## config.mk

```make
export PLATFORM = sky130hd
export DESIGN_NAME = load_store_unit
export DESIGN_NICKNAME = d
export VERILOG_FILES = /design/src/rtl/load_store_unit_pkg.sv /design/src/rtl/load_store_unit_mem_lane_align.sv /design/src/rtl/load_store_unit.sv
export SDC_FILE = /design/constraint.sdc
export NUM_CORES = 1
export LEC_CHECK = 0
export BUFFER_PORTS_ARGS = -buffer_cell sky130_fd_sc_hd__buf_2
export CORE_MARGIN = 4
export CORE_UTILIZATION = 50
export DETAILED_ROUTE_END_ITERATION = 8
export GPL_TIMING_DRIVEN = 0
export PLACE_DENSITY_LB_ADDON = 0.1
export SYNTH_ARGS = -nofsm -noshare
export SYNTH_HDL_FRONTEND = slang
export SYNTH_HIERARCHICAL = 1
export SYNTH_SLANG_ARGS = --single-unit
```

## constraint.sdc

```tcl
create_clock -name clk -period 5.3 [get_ports clk]
set_clock_uncertainty 0.05 [all_clocks]
set_input_delay 1.59 -clock clk [delete_from_list [all_inputs] [get_ports clk]]
set_output_delay 1.59 -clock clk [all_outputs]
set_load 0.02 [all_outputs]
```

## src/rtl/load_store_unit_pkg.sv

```systemverilog
`default_nettype none
// ============================================================================
// Module      : load_store_unit_pkg
// Description : Shared widths, access-size encodings and LSU state encodings.
// Revision    : 1.0 - initial release
// ============================================================================
package load_store_unit_pkg;

    localparam int MAX_LENGTH = 32;
    localparam int REG_LENGTH = 5;

    localparam logic [1:0] SIZE_BYTE = 2'b00;
    localparam logic [1:0] SIZE_HALF = 2'b01;
    localparam logic [1:0] SIZE_WORD = 2'b10;

    localparam logic [2:0] LSU_IDLE  = 3'd0;
    localparam logic [2:0] LSU_READ  = 3'd1;
    localparam logic [2:0] LSU_WRITE = 3'd2;
    localparam logic [2:0] LSU_RESP  = 3'd3;
    localparam logic [2:0] LSU_ERR   = 3'd4;

    // Size code 11 behaves exactly like a word access.
    function automatic logic is_word(input logic [1:0] size);
        return size[1];
    endfunction

endpackage
`default_nettype wire

```

## src/rtl/load_store_unit_mem_lane_align.sv

```systemverilog
`default_nettype none
// ============================================================================
// Module      : mem_lane_align
// Description : Big-endian lane extract/extend for loads and lane merge for
//               byte/half stores. Purely combinational.
// Revision    : 1.0 - initial release
// ============================================================================
module mem_lane_align
    import load_store_unit_pkg::*;
#(
    parameter int DATA_W = MAX_LENGTH
) (
    input  logic [DATA_W-1:0] i_word,
    input  logic [DATA_W-1:0] i_wdata,
    input  logic [1:0]        i_offset,
    input  logic [1:0]        i_size,
    input  logic              i_signed,
    output logic [DATA_W-1:0] o_load,
    output logic [DATA_W-1:0] o_merged
);

    logic [4:0]        w_shift;
    logic [DATA_W-1:0] w_mask;
    logic [DATA_W-1:0] w_lane;
    logic              w_sign;

    // Offset 0 is the most significant lane, so the shift is (3-k) lanes.
    always_comb begin
        w_shift = 5'd0;
        w_mask  = '1;
        w_sign  = 1'b0;
        w_lane  = i_word;
        if (i_size == SIZE_BYTE) begin
            w_shift = {~i_offset, 3'b000};
            w_mask  = {{(DATA_W-8){1'b0}}, 8'hFF};
            w_lane  = (i_word >> w_shift) & w_mask;
            w_sign  = w_lane[7];
        end else if (i_size == SIZE_HALF) begin
            w_shift = {~i_offset[1], 4'b0000};
            w_mask  = {{(DATA_W-16){1'b0}}, 16'hFFFF};
            w_lane  = (i_word >> w_shift) & w_mask;
            w_sign  = w_lane[15];
        end
    end

    assign o_load   = (i_signed && w_sign) ? (w_lane | ~w_mask) : w_lane;
    assign o_merged = (i_word & ~(w_mask << w_shift)) | ((i_wdata & w_mask) << w_shift);

endmodule
`default_nettype wire

```

## src/rtl/load_store_unit.sv

```systemverilog
`default_nettype none
// ============================================================================
// Module      : load_store_unit
// Description : Memory-access stage: one load/store at a time, RMW for sub-word
//               stores, writeback pulse for loads. Optional macro
//               LSU_MISALIGN_TRAP_EN traps misaligned half/word accesses.
// Revision    : 1.0 - initial release
// ============================================================================
module load_store_unit
    import load_store_unit_pkg::*;
#(
    parameter int DATA_W = MAX_LENGTH,
    parameter int REG_W  = REG_LENGTH
) (
    input  logic              clk,
    input  logic              reset,
    input  logic              req_valid,
    output logic              req_ready,
    input  logic              req_write,
    input  logic [1:0]        req_size,
    input  logic              req_signed,
    input  logic [DATA_W-1:0] req_addr,
    input  logic [DATA_W-1:0] req_wdata,
    input  logic [REG_W-1:0]  req_dest,
    output logic [DATA_W-1:0] mem_address,
    output logic              mem_read_enabled,
    output logic              mem_write_enabled,
    output logic [DATA_W-1:0] mem_wdata,
    input  logic [DATA_W-1:0] mem_rdata,
    output logic              wb_valid,
    output logic [REG_W-1:0]  wb_dest,
    output logic [DATA_W-1:0] wb_data,
    output logic              err
);

    logic [2:0]        r_state;
    logic              r_write;
    logic [1:0]        r_size;
    logic              r_signed;
    logic [DATA_W-1:0] r_addr;
    logic [DATA_W-1:0] r_wdata;
    logic [REG_W-1:0]  r_dest;
    logic [REG_W-1:0]  r_wb_dest;
    logic [DATA_W-1:0] r_wb_data;
    logic [DATA_W-1:0] w_load;
    logic [DATA_W-1:0] w_merged;

`ifdef LSU_MISALIGN_TRAP_EN
    logic w_misalign;
    assign w_misalign = ((req_size == SIZE_HALF) && req_addr[0]) ||
                        (is_word(req_size) && (req_addr[1:0] != 2'b00));
`endif

    mem_lane_align #(.DATA_W(DATA_W)) u_align (
        .i_word   (mem_rdata),
        .i_wdata  (r_wdata),
        .i_offset (r_addr[1:0]),
        .i_size   (r_size),
        .i_signed (r_signed),
        .o_load   (w_load),
        .o_merged (w_merged)
    );

    always_ff @(posedge clk or negedge reset) begin
        if (!reset) begin
            r_state   <= LSU_IDLE;
            r_write   <= 1'b0;
            r_size    <= SIZE_BYTE;
            r_signed  <= 1'b0;
            r_addr    <= '0;
            r_wdata   <= '0;
            r_dest    <= '0;
            r_wb_dest <= '0;
            r_wb_data <= '0;
        end else begin
            case (r_state)
                LSU_IDLE: begin
                    if (req_valid) begin
                        r_write  <= req_write;
                        r_size   <= req_size;
                        r_signed <= req_signed;
                        r_addr   <= req_addr;
                        r_wdata  <= req_wdata;
                        r_dest   <= req_dest;
`ifdef LSU_MISALIGN_TRAP_EN
                        if (w_misalign)
                            r_state <= LSU_ERR;
                        else
`endif
                        if (req_write && is_word(req_size))
                            r_state <= LSU_WRITE;
                        else
                            r_state <= LSU_READ;
                    end
                end
                LSU_READ: begin
                    // Sub-word stores reuse the read to build the full word.
                    if (r_write) begin
                        r_wdata <= w_merged;
                        r_state <= LSU_WRITE;
                    end else begin
                        r_wb_data <= w_load;
                        r_wb_dest <= r_dest;
                        r_state   <= LSU_RESP;
                    end
                end
                default: r_state <= LSU_IDLE;
            endcase
        end
    end

    assign req_ready         = (r_state == LSU_IDLE) && reset;
    assign mem_read_enabled  = (r_state == LSU_READ);
    assign mem_write_enabled = (r_state == LSU_WRITE);
    assign mem_address       = {r_addr[DATA_W-1:2], 2'b00};
    assign mem_wdata         = r_wdata;
    assign wb_valid          = (r_state == LSU_RESP) && (r_wb_dest != '0);
    assign wb_dest           = r_wb_dest;
    assign wb_data           = r_wb_data;
`ifdef LSU_MISALIGN_TRAP_EN
    assign err               = (r_state == LSU_ERR);
`else
    assign err               = 1'b0;
`endif

endmodule
`default_nettype wire

```

==> impl_metrics.py, run 1 <==
metrics = {
    "place": {
        "place_hpwl_mm": 15.5,
        "gp_congestion": 0.919,
        "numPortBuffers": 210,
        "dp_cells": 948,
    },
    "yosys": {
        "postSynthCellCount": 559,
        "yosysSeqAreaShare": 0.410,
        "synth.most_common_cell": "dfrtp_1",
        "synth_edf_count": 0,
        "yosys_warnings": 6,
        "synth_area_mm2": 0.00683,
        "syn_area_per_cell_um2": 12.2,
        "ys_top_cells_by_area": "dfrtp_1 (41%), mux2_2 (16%), mux2_4 (12%)",
        "synth_top_area_cell": "dfrtp_1",
        "synth_cell_types": 44,
        "ys.flop_type": "dfrtp_1",
        "yosys_register_bits": 112,
        "synth_top_area_share": 0.410,
        "yosys-top-cells-count": "dfrtp_1 (112), mux2_2 (96), mux2_4 (54), buf_4 (38), a21oi_1 (34)",
        "postSynth.asyncResetShare": 1.00,
    },
    "critical_path": {
        "critPathLaunch": "reset",
        "path_cells": "buf_4, buf_16, nor3b_1, buf_2",
        "cp_slowest_cell": "buf_4",
        "r2r-start": "r_size[1]",
        "max_stage_delay_ns": 0.47,
        "cp.required_ns": 3.66,
        "cp-start-kind": "input pin",
        "end_kind": "primary output",
        "cp.arrival_ns": 2.89,
        "crit_type": "in2out",
        "crit_fanout": 69,
    },
    "finish": {
        "synthToLayoutAreaGrowth_pct": 23.8,
        "stdcell_count": 964,
        "antennaDiodeCount": 0,
        "fillCellCount": 1094,
        "multi_input_area_mm2": 0.00341,
        "drive_gt1_frac": 0.593,
        "final_util": 0.636,
        "seqCellArea_mm2": 0.00280,
        "nets": 891,
    },
    "clock_tree": {
        "ctsLongestPathBuffers": 2,
        "cts.repair.resized": 0,
        "cts_setup_buffers": 0,
        "tritoncts": "yes",
        "clkLatencyLatePin_ns": 0.36,
        "cts_max_level": 3,
        "path_clk_slew_ns": 0.07,
        "hold_buffers": 0,
        "cts_buffers": 9,
        "clock-sinks": 112,
        "root_buffer": "clkbuf_16",
    },
    "timing": {
        "period_minus_slack_ns": 4.53,
        "max_freq_mhz": 221,
        "drv_slew": 0,
        "finalCritPeriodShare": 0.855,
        "hold_viol_final": 0,
        "relSlewSlack": 0.550,
        "whs_ns": 0.456,
        "worstMarginPinSlew_ns": 0.676,
        "rsz0062_at_grt": "false",
        "setup_viol": 0,
    },
    "grt": {
        "grt_pass1_vias": 5765,
        "antenna_found_initial": 0,
        "grt_pass1_wl_mm": 31.7,
        "grt_max_degree": 70,
        "overflow": 0,
        "grt_use_total": 0.257,
    },
    "power": {
        "ir_drop_v": 0.000343,
        "powerDensity_mw_per_mm2": 717,
        "p_leak_nw": 4.00,
    },
    "route": {
        "drtIter0Drc": 465,
        "ant_nets": 0,
        "viasPerCell": 5.64,
        "wirelength_mm": 20.1,
        "wl_per_cell_um": 20.9,
        "drtPass1Iterations": 5,
        "drcViolationCount": 0,
        "via_count": 5436,
    },
    "worst_hold_path": {
        "hold_start": "r_dest[2]",
        "min_path_type": "reg2reg",
    },
    "floorplan": {
        "row_count": 42,
        "pin_count": 214,
        "fp.dieW_um": 125,
        "die_h_um": 125,
        "core_area_mm2": 0.0133,
        "initial_utilization": 0.514,
        "dieArea_mm2": 0.0156,
    },
    "status": {
        "status": "completed",
    },
    "job": {
        "drv_cap": 0,
    },
}
==> where the power goes <==
group	switching, W	internal [W]	leakage [nW]
clock network	0.000344	0.000376	0.143
registers	0.000350	0.00129	1.34
logic	0.00189	0.00182	2.52
total	0.00258	0.00348	4.00
==> final timing paths <==
kind,end,slack [ns],cells past startpoint
max in group asynchronous,mem_wdata[5],3.28,2
min in group asynchronous,mem_wdata[23],1.18,1
setup / recovery,req_ready,0.77,4
setup reg to reg,mem_wdata[20],2.83,6
hold reg to reg,wb_dest[2],0.46,1
hold / removal,wb_dest[2],0.46,1
==> layer usage <==
metal | vias up | track usage | wire (µm) | share of wire
met3 | 29 | 0.0665 | 1800 | 0.089
met5 | - | 0 | 0 | 0
met4 | 0 | 0.0855 | 486 | 0.024
met2 | 267 | 0.431 | 9710 | 0.48
li1 | 2481 | - | - | -
met1 | 2659 | 0.325 | 8150 | 0.40
==> per-stage QoR <==
step           instance area (µm²)  TNS (ns)  power, W  setup WS [ns]
2_1_floorplan                 6840         0   0.00432           1.55
3_3_place_gp                  8110    -0.325   0.00523         -0.325
3_5_place_dp                  8140         0   0.00534          0.701
4_1_cts                       8460         0   0.00608          0.699
5_1_grt                       8460         0   0.00643          0.559
6_report                      8460         0   0.00607          0.767
==> placed cells by master, fill, tap and decap left out, types with 9 or more instances in the layout <==
cell type / Yosys / final
o21ai_0: 16 / 16
mux2_4: 54 / 54
nand2_1: 19 / 19
inv_1: 9 / 9
buf_4: 38 / 39
a22oi_1: 9 / 9
mux2_2: 96 / 96
buf_2: 18 / 227
clkbuf_16: 0 / 9
a21oi_1: 34 / 34
dfrtp_1: 112 / 112
nor2b_1: 9 / 9
nor2_1: 9 / 9
a211oi_1: 15 / 15
clkbuf_1: 12 / 12
mux2i_1: 11 / 11
==> area by class of cell <==
type | instances | area share
well taps | 176 | 0.0260
clock buffers | 9 | 0.0266
flip-flops and latches | 112 | 0.331
repair buffers | 211 | 0.128
inverters | 10 | 0.00444
multi-input cells | 358 | 0.403
clock inverters | 7 | 0.0105
plain buffers | 81 | 0.0697
==> cells by family after synthesis <==
group           synth area share
buf+inv                   0.0917
flops                      0.410
simple gates              0.0560
compound gates             0.125
mux                        0.316
other cells             0.000549
==> state kept, by name, indices dropped and copies added, names as in the netlist <==
signal	cells
r_size	2
wb_dest	5
r_dest	5
r_state	2
wb_data	32
r_addr	32
r_write	1
r_signed	1
mem_wdata	32
==> critical path: cells and delay by family <==
family        cells  cell delay, ns
buf+inv           3            1.01
simple gates      1            0.22
Power figures use the tool's default switching activity.
==> run 2, diff against run 1 <==
--- a/config.mk
+++ b/config.mk
@@ -5,10 +5,11 @@
 export SDC_FILE = /design/constraint.sdc
 export NUM_CORES = 1
 export LEC_CHECK = 0
-export BUFFER_PORTS_ARGS = -buffer_cell sky130_fd_sc_hd__buf_2
+export ABC_AREA = 1
 export CORE_MARGIN = 4
 export CORE_UTILIZATION = 50
 export DETAILED_ROUTE_END_ITERATION = 8
+export DONT_BUFFER_PORTS = 1
 export GPL_TIMING_DRIVEN = 0
 export PLACE_DENSITY_LB_ADDON = 0.1
 export SYNTH_ARGS = -nofsm -noshare
==> impl_metrics.py, run 2 <==
metrics = {
    "timing": {
        "max_freq_mhz": 256,
        "relSlewSlack": 0.521,
        "setup_viol": 0,
        "drv_slew": 0,
        "whs_ns": 0.424,
        "period_minus_slack_ns": 3.90,
        "rsz0062_at_grt": "false",
        "worstMarginPinSlew_ns": 0.716,
        "finalCritPeriodShare": 0.736,
        "finalSetupTns_ns": 0,
        "hold_viol_final": 0,
    },
    "floorplan": {
        "initial_utilization": 0.519,
        "pin_count": 214,
        "die_h_um": 121,
        "row_count": 40,
        "core_area_mm2": 0.0122,
        "fp.dieW_um": 121,
        "dieArea_mm2": 0.0145,
    },
    "critical_path": {
        "cp.required_ns": 3.66,
        "crit_type": "in2out",
        "path_cells": "nor3b_1",
        "critical-path-top-delay-family": "simple AND/OR/NAND/NOR gates",
        "cp-start-kind": "input pin",
        "cp.arrival_ns": 2.26,
        "cp_slowest_cell": "nor3b_1",
        "end_kind": "primary output",
        "crit_buf_inv": 0,
        "crit_fanout": 113,
        "max_stage_delay_ns": 0.61,
    },
    "grt": {
        "antenna_found_initial": 0,
        "overflow": 0,
        "grt_use_total": 0.259,
        "met1_usage": 0.359,
        "grt_max_degree": 114,
        "grt_pass1_vias": 5461,
        "grtUsageMet3": 0.0664,
        "grt_pass1_wl_mm": 29.5,
        "top_usage_layer": "met2",
        "use_met2": 0.395,
    },
    "yosys": {
        "synth_cell_types": 23,
        "postSynth.asyncResetShare": 1.00,
        "ys.flop_type": "dfrtp_1",
        "yosys_register_bits": 112,
        "synth_top_area_cell": "dfrtp_1",
        "yosysSeqAreaShare": 0.442,
        "yosys-top-cells-count": "nand2_1 (529), dfrtp_1 (112), nand3_1 (54), buf_4 (40), o21ai_0 (34)",
        "syn_area_per_cell_um2": 6.76,
        "postSynthCellCount": 937,
        "synth_edf_count": 0,
        "synth_top_area_share": 0.442,
        "yosys_warnings": 6,
        "synth_area_mm2": 0.00633,
        "synth.most_common_cell": "nand2_1",
        "ys_top_cells_by_area": "dfrtp_1 (44%), nand2_1 (31%), buf_4 (4.7%)",
    },
    "route": {
        "drtPass1Iterations": 5,
        "wirelength_mm": 18.6,
        "wl_per_cell_um": 16.6,
        "ant_nets": 0,
        "drcViolationCount": 0,
        "drtIter0Drc": 474,
        "via_count": 5735,
        "viasPerCell": 5.11,
    },
    "clock_tree": {
        "tritoncts": "yes",
        "root_buffer": "clkbuf_16",
        "cts_max_level": 3,
        "ctsLongestPathBuffers": 2,
        "clock-sinks": 112,
        "path_clk_slew_ns": 0.07,
        "cts.repair.resized": 0,
        "hold_buffers": 0,
        "clkLatencyLatePin_ns": 0.36,
        "cts_setup_buffers": 0,
        "cts_buffers": 9,
    },
    "finish": {
        "antennaDiodeCount": 0,
        "drive_gt1_frac": 0.108,
        "nets": 1058,
        "final_cell_mix": "nand2_1 (529), dfrtp_1 (112), nand3_1 (54), buf_4 (40), o21ai_0 (34)",
        "synthToLayoutAreaGrowth_pct": 7.90,
        "final_common_cell": "nand2_1",
        "final_util": 0.560,
    },
    "place": {
        "place_hpwl_mm": 14.3,
        "gp_congestion": 0.940,
        "numPortBuffers": 0,
    },
    "power": {
        "p_leak_nw": 3.85,
        "powerDensity_mw_per_mm2": 715,
        "ir_drop_v": 0.000311,
        "total_power_w": 0.00488,
    },
    "job": {
        "drv_cap": 0,
    },
    "worst_hold_path": {
        "min_path_type": "reg2reg",
    },
    "status": {
        "status": "completed",
    },
}
## run 2: cell count changes in the layout (fill, tap and decap cells not counted), moves of 19 or more
cell     previous run  this run
buf_2             227        29
inv_1               9        28
mux2_2             96         0
mux2_4             54         0
nand2_1            19       529
nand3_1             0        54
o21ai_1             0        24
## run 2: path summary, 6_finish.rpt
path | endpoint | startpoint | slack [ns] | depth (start not counted)
worst max-delay path | req_ready | reset | 1.40 | 1
worst min-delay path | r_addr[24] | r_addr[24] | 0.42 | 2
worst max register to register | mem_wdata[26] | r_size[0] | 3.26 | 11
worst min register to register | r_addr[24] | r_addr[24] | 0.42 | 2
max in group asynchronous | wb_data[13] | reset | 4.16 | 0
min in group asynchronous | r_addr[14] | reset | 0.87 | 0
## run 2: cells by family after synthesis
kind of cell | synth area share
flops | 0.442
other cells | 0.000592
simple gates | 0.389
buf+inv | 0.0982
compound gates | 0.0701
## run 2: area by class of cell
type | instances | area, µm²
tap | 168 | 210
fill | 1288 | 5380
inverter | 35 | 131
multi-input combinational | 711 | 2920
clock buffer | 12 | 256
clock inverter | 4 | 26.3
buffer | 81 | 490
sequential | 112 | 2800
## run 2: tightest hold or removal path: stages, from the launching register on
cell and delay (ns):
dfrtp_1 0.34, nand2_1 0.05, nand2_1 0.05
## run 2: power breakdown
part	switching, W	internal [W]
clock network	0.000305	0.000345
registers	0.000623	0.00125
logic	0.00157	0.000795
total	0.00250	0.00239
## run 2: per-layer routing
metal	vias to the layer above	part of all wire
met3	23	0.090
li1	2889	-
met4	0	0.022
met1	2574	0.44
met2	249	0.45
met5	-	0
## run 2: stage by stage
stage | setup WS, ns | instances | area, µm²
after global routing | 1.40 | 1123 | 6840
after CTS | 1.44 | 1123 | 6840
final | 1.40 | 1123 | 6840
after global placement | 1.44 | 1107 | 6550
after floorplan | 1.55 | 939 | 6340
after detailed placement | 1.44 | 1107 | 6550
==> run 3, diff against run 2 <==
--- a/config.mk
+++ b/config.mk
@@ -5,7 +5,7 @@
 export SDC_FILE = /design/constraint.sdc
 export NUM_CORES = 1
 export LEC_CHECK = 0
-export ABC_AREA = 1
+export ABC_AREA = 0
 export CORE_MARGIN = 4
 export CORE_UTILIZATION = 50
 export DETAILED_ROUTE_END_ITERATION = 8
==> constraint.sdc (replaced) <==
create_clock -name clk -period 3.75 [get_ports clk]
set_clock_uncertainty 0.05 [all_clocks]
set_input_delay 1.125 -clock clk [delete_from_list [all_inputs] [get_ports clk]]
set_output_delay 1.125 -clock clk [all_outputs]
set_load 0.02 [all_outputs]
==> impl_metrics.py, run 3 (synthesis results as in run 1) <==
metrics = {
    "grt": {
        "antenna_found_initial": 4,
        "grt_use_total": 0.241,
        "grt_pass1_vias": 4992,
        "grt_max_degree": 114,
        "overflow": 0,
        "grt_pass1_wl_mm": 29.6,
    },
    "timing": {
        "worstMarginPinSlew_ns": 0.689,
        "whs_ns": 0.411,
        "finalSetupTns_ns": 0,
        "max_freq_mhz": 333,
        "rsz0062_at_grt": "false",
        "relSlewSlack": 0.540,
        "finalCritPeriodShare": 0.801,
        "period_minus_slack_ns": 3.00,
        "drv_slew": 0,
        "hold_viol_final": 0,
        "setup_viol": 0,
    },
    "critical_path": {
        "cp-start-kind": "input pin",
        "max_stage_delay_ns": 0.61,
        "cp.required_ns": 2.57,
        "crit_type": "in2out",
        "path_cells": "nor3b_1",
        "r2r_end": "mem_wdata[16]",
        "crit_fanout": 113,
        "end_kind": "primary output",
        "worst-r2r-setup-slack_ns": 1.34,
        "cp.arrival_ns": 1.83,
        "critical-path-top-delay-family": "simple AND/OR/NAND/NOR gates",
        "r2r-start": "r_size[1]",
        "reg2reg_depth": 6,
        "crit_buf_inv": 0,
        "cp.depth": 1,
        "cp_slowest_cell": "nor3b_1",
    },
    "clock_tree": {
        "clkLatencyLatePin_ns": 0.35,
        "tritoncts": "yes",
        "cts_max_level": 3,
        "clock-sinks": 112,
        "root_buffer": "clkbuf_16",
        "ctsLongestPathBuffers": 2,
        "cts_buffers": 9,
        "cts.repair.resized": 0,
        "hold_buffers": 0,
        "cts_setup_buffers": 0,
        "path_clk_slew_ns": 0.07,
    },
    "power": {
        "ir_drop_v": 0.000498,
        "swShare": 0.430,
        "p_int_w": 0.00452,
        "p_leak_nw": 3.14,
        "power_frac_comb": 0.515,
        "powerDensity_mw_per_mm2": 1080,
        "clkPwrFrac": 0.125,
        "p_seq_frac": 0.360,
        "p_sw_w": 0.00342,
    },
    "route": {
        "drtPass1Iterations": 5,
        "drtIter0Drc": 318,
        "wl_per_cell_um": 24.8,
        "wirelength_mm": 18.7,
        "drcViolationCount": 0,
        "ant_nets": 0,
        "via_count": 4650,
        "viasPerCell": 6.16,
    },
    "job": {
        "drv_cap": 0,
    },
    "floorplan": {
        "core_area_mm2": 0.0133,
        "dieArea_mm2": 0.0156,
        "row_count": 42,
        "pin_count": 214,
        "initial_utilization": 0.514,
        "fp.dieW_um": 125,
        "die_h_um": 125,
    },
    "place": {
        "numPortBuffers": 0,
        "place_hpwl_mm": 14.5,
        "gp_congestion": 0.900,
    },
    "finish": {
        "multi_input_area_mm2": 0.00341,
        "fillCellCount": 1163,
        "synthToLayoutAreaGrowth_pct": 7.91,
        "seqCellArea_mm2": 0.00280,
        "nets": 680,
        "drive_gt1_frac": 0.442,
        "final_common_cell": "dfrtp_1",
        "final_cell_mix": "dfrtp_1 (112), mux2_2 (96), mux2_4 (54), buf_4 (38), a21oi_1 (34)",
    },
    "worst_hold_path": {
        "min_path_type": "in2async",
    },
    "status": {
        "status": "completed",
    },
}
run 3: cell count changes in the layout (fill, tap and decap cells not counted), sizes merged, moves of 21 or more:
| cell | delta |
|---|---|
| nand2 | -515 |
| nor2 | -21 |
| inv | -24 |
| mux2 | +150 |
| o21ai | -42 |
| nand3 | -54 |
run 3: metrics by stage:
stage	setup slack [ns]	cell area, µm²	util	instances	total power, W
6_report	0.746	7370	0.555	755	0.00794
5_1_grt	0.804	7370	0.555	755	0.00845
3_3_place_gp	0.856	7060	0.531	737	0.00684
3_5_place_dp	0.818	7060	0.531	737	0.00696
2_1_floorplan	0.929	6840	-	561	0.00611
4_1_cts	0.825	7370	0.554	753	0.00798
run 3: power groups by stage:
stage	clock [W]	combinational, W	sequential, W
floorplan	0	0.00347	0.00264
global route	0.00109	0.00441	0.00295
detailed placement	0	0.00407	0.00288
CTS	0.00103	0.00408	0.00287
global placement	0	0.00398	0.00286
finish	0.000993	0.00409	0.00286
run 3: how the worst max path moves through the flow:
| stage | endpoint | startpoint |
|---|---|---|
| 2_1_floorplan | req_ready | reset |
| 3_3_place_gp | req_ready | reset |
| 3_5_place_dp | req_ready | reset |
| 4_1_cts | req_ready | reset |
| 5_1_grt | req_ready | reset |
| 6_report | req_ready | reset |
run 3: final cells by class:
| cell class | count | share of cell area |
|---|---|---|
| buffer | 81 | 0.0799 |
| multi-input combinational | 358 | 0.463 |
| sequential | 112 | 0.380 |
| clock buffer | 10 | 0.0311 |
| antenna | 2 | 0.000679 |
| tap | 176 | 0.0299 |
| clock inverter | 6 | 0.0107 |
| inverter | 10 | 0.00509 |
run 3: per-layer routing:
metal | wire length (µm) | vias up | share of wire | GRT usage
met3 | 1890 | 36 | 0.10 | 0.0892
met2 | 8770 | 247 | 0.47 | 0.390
met5 | 31 | - | 0.0017 | 0
met1 | 7550 | 2312 | 0.40 | 0.299
met4 | 495 | 4 | 0.026 | 0.0835
li1 | - | 2051 | - | -
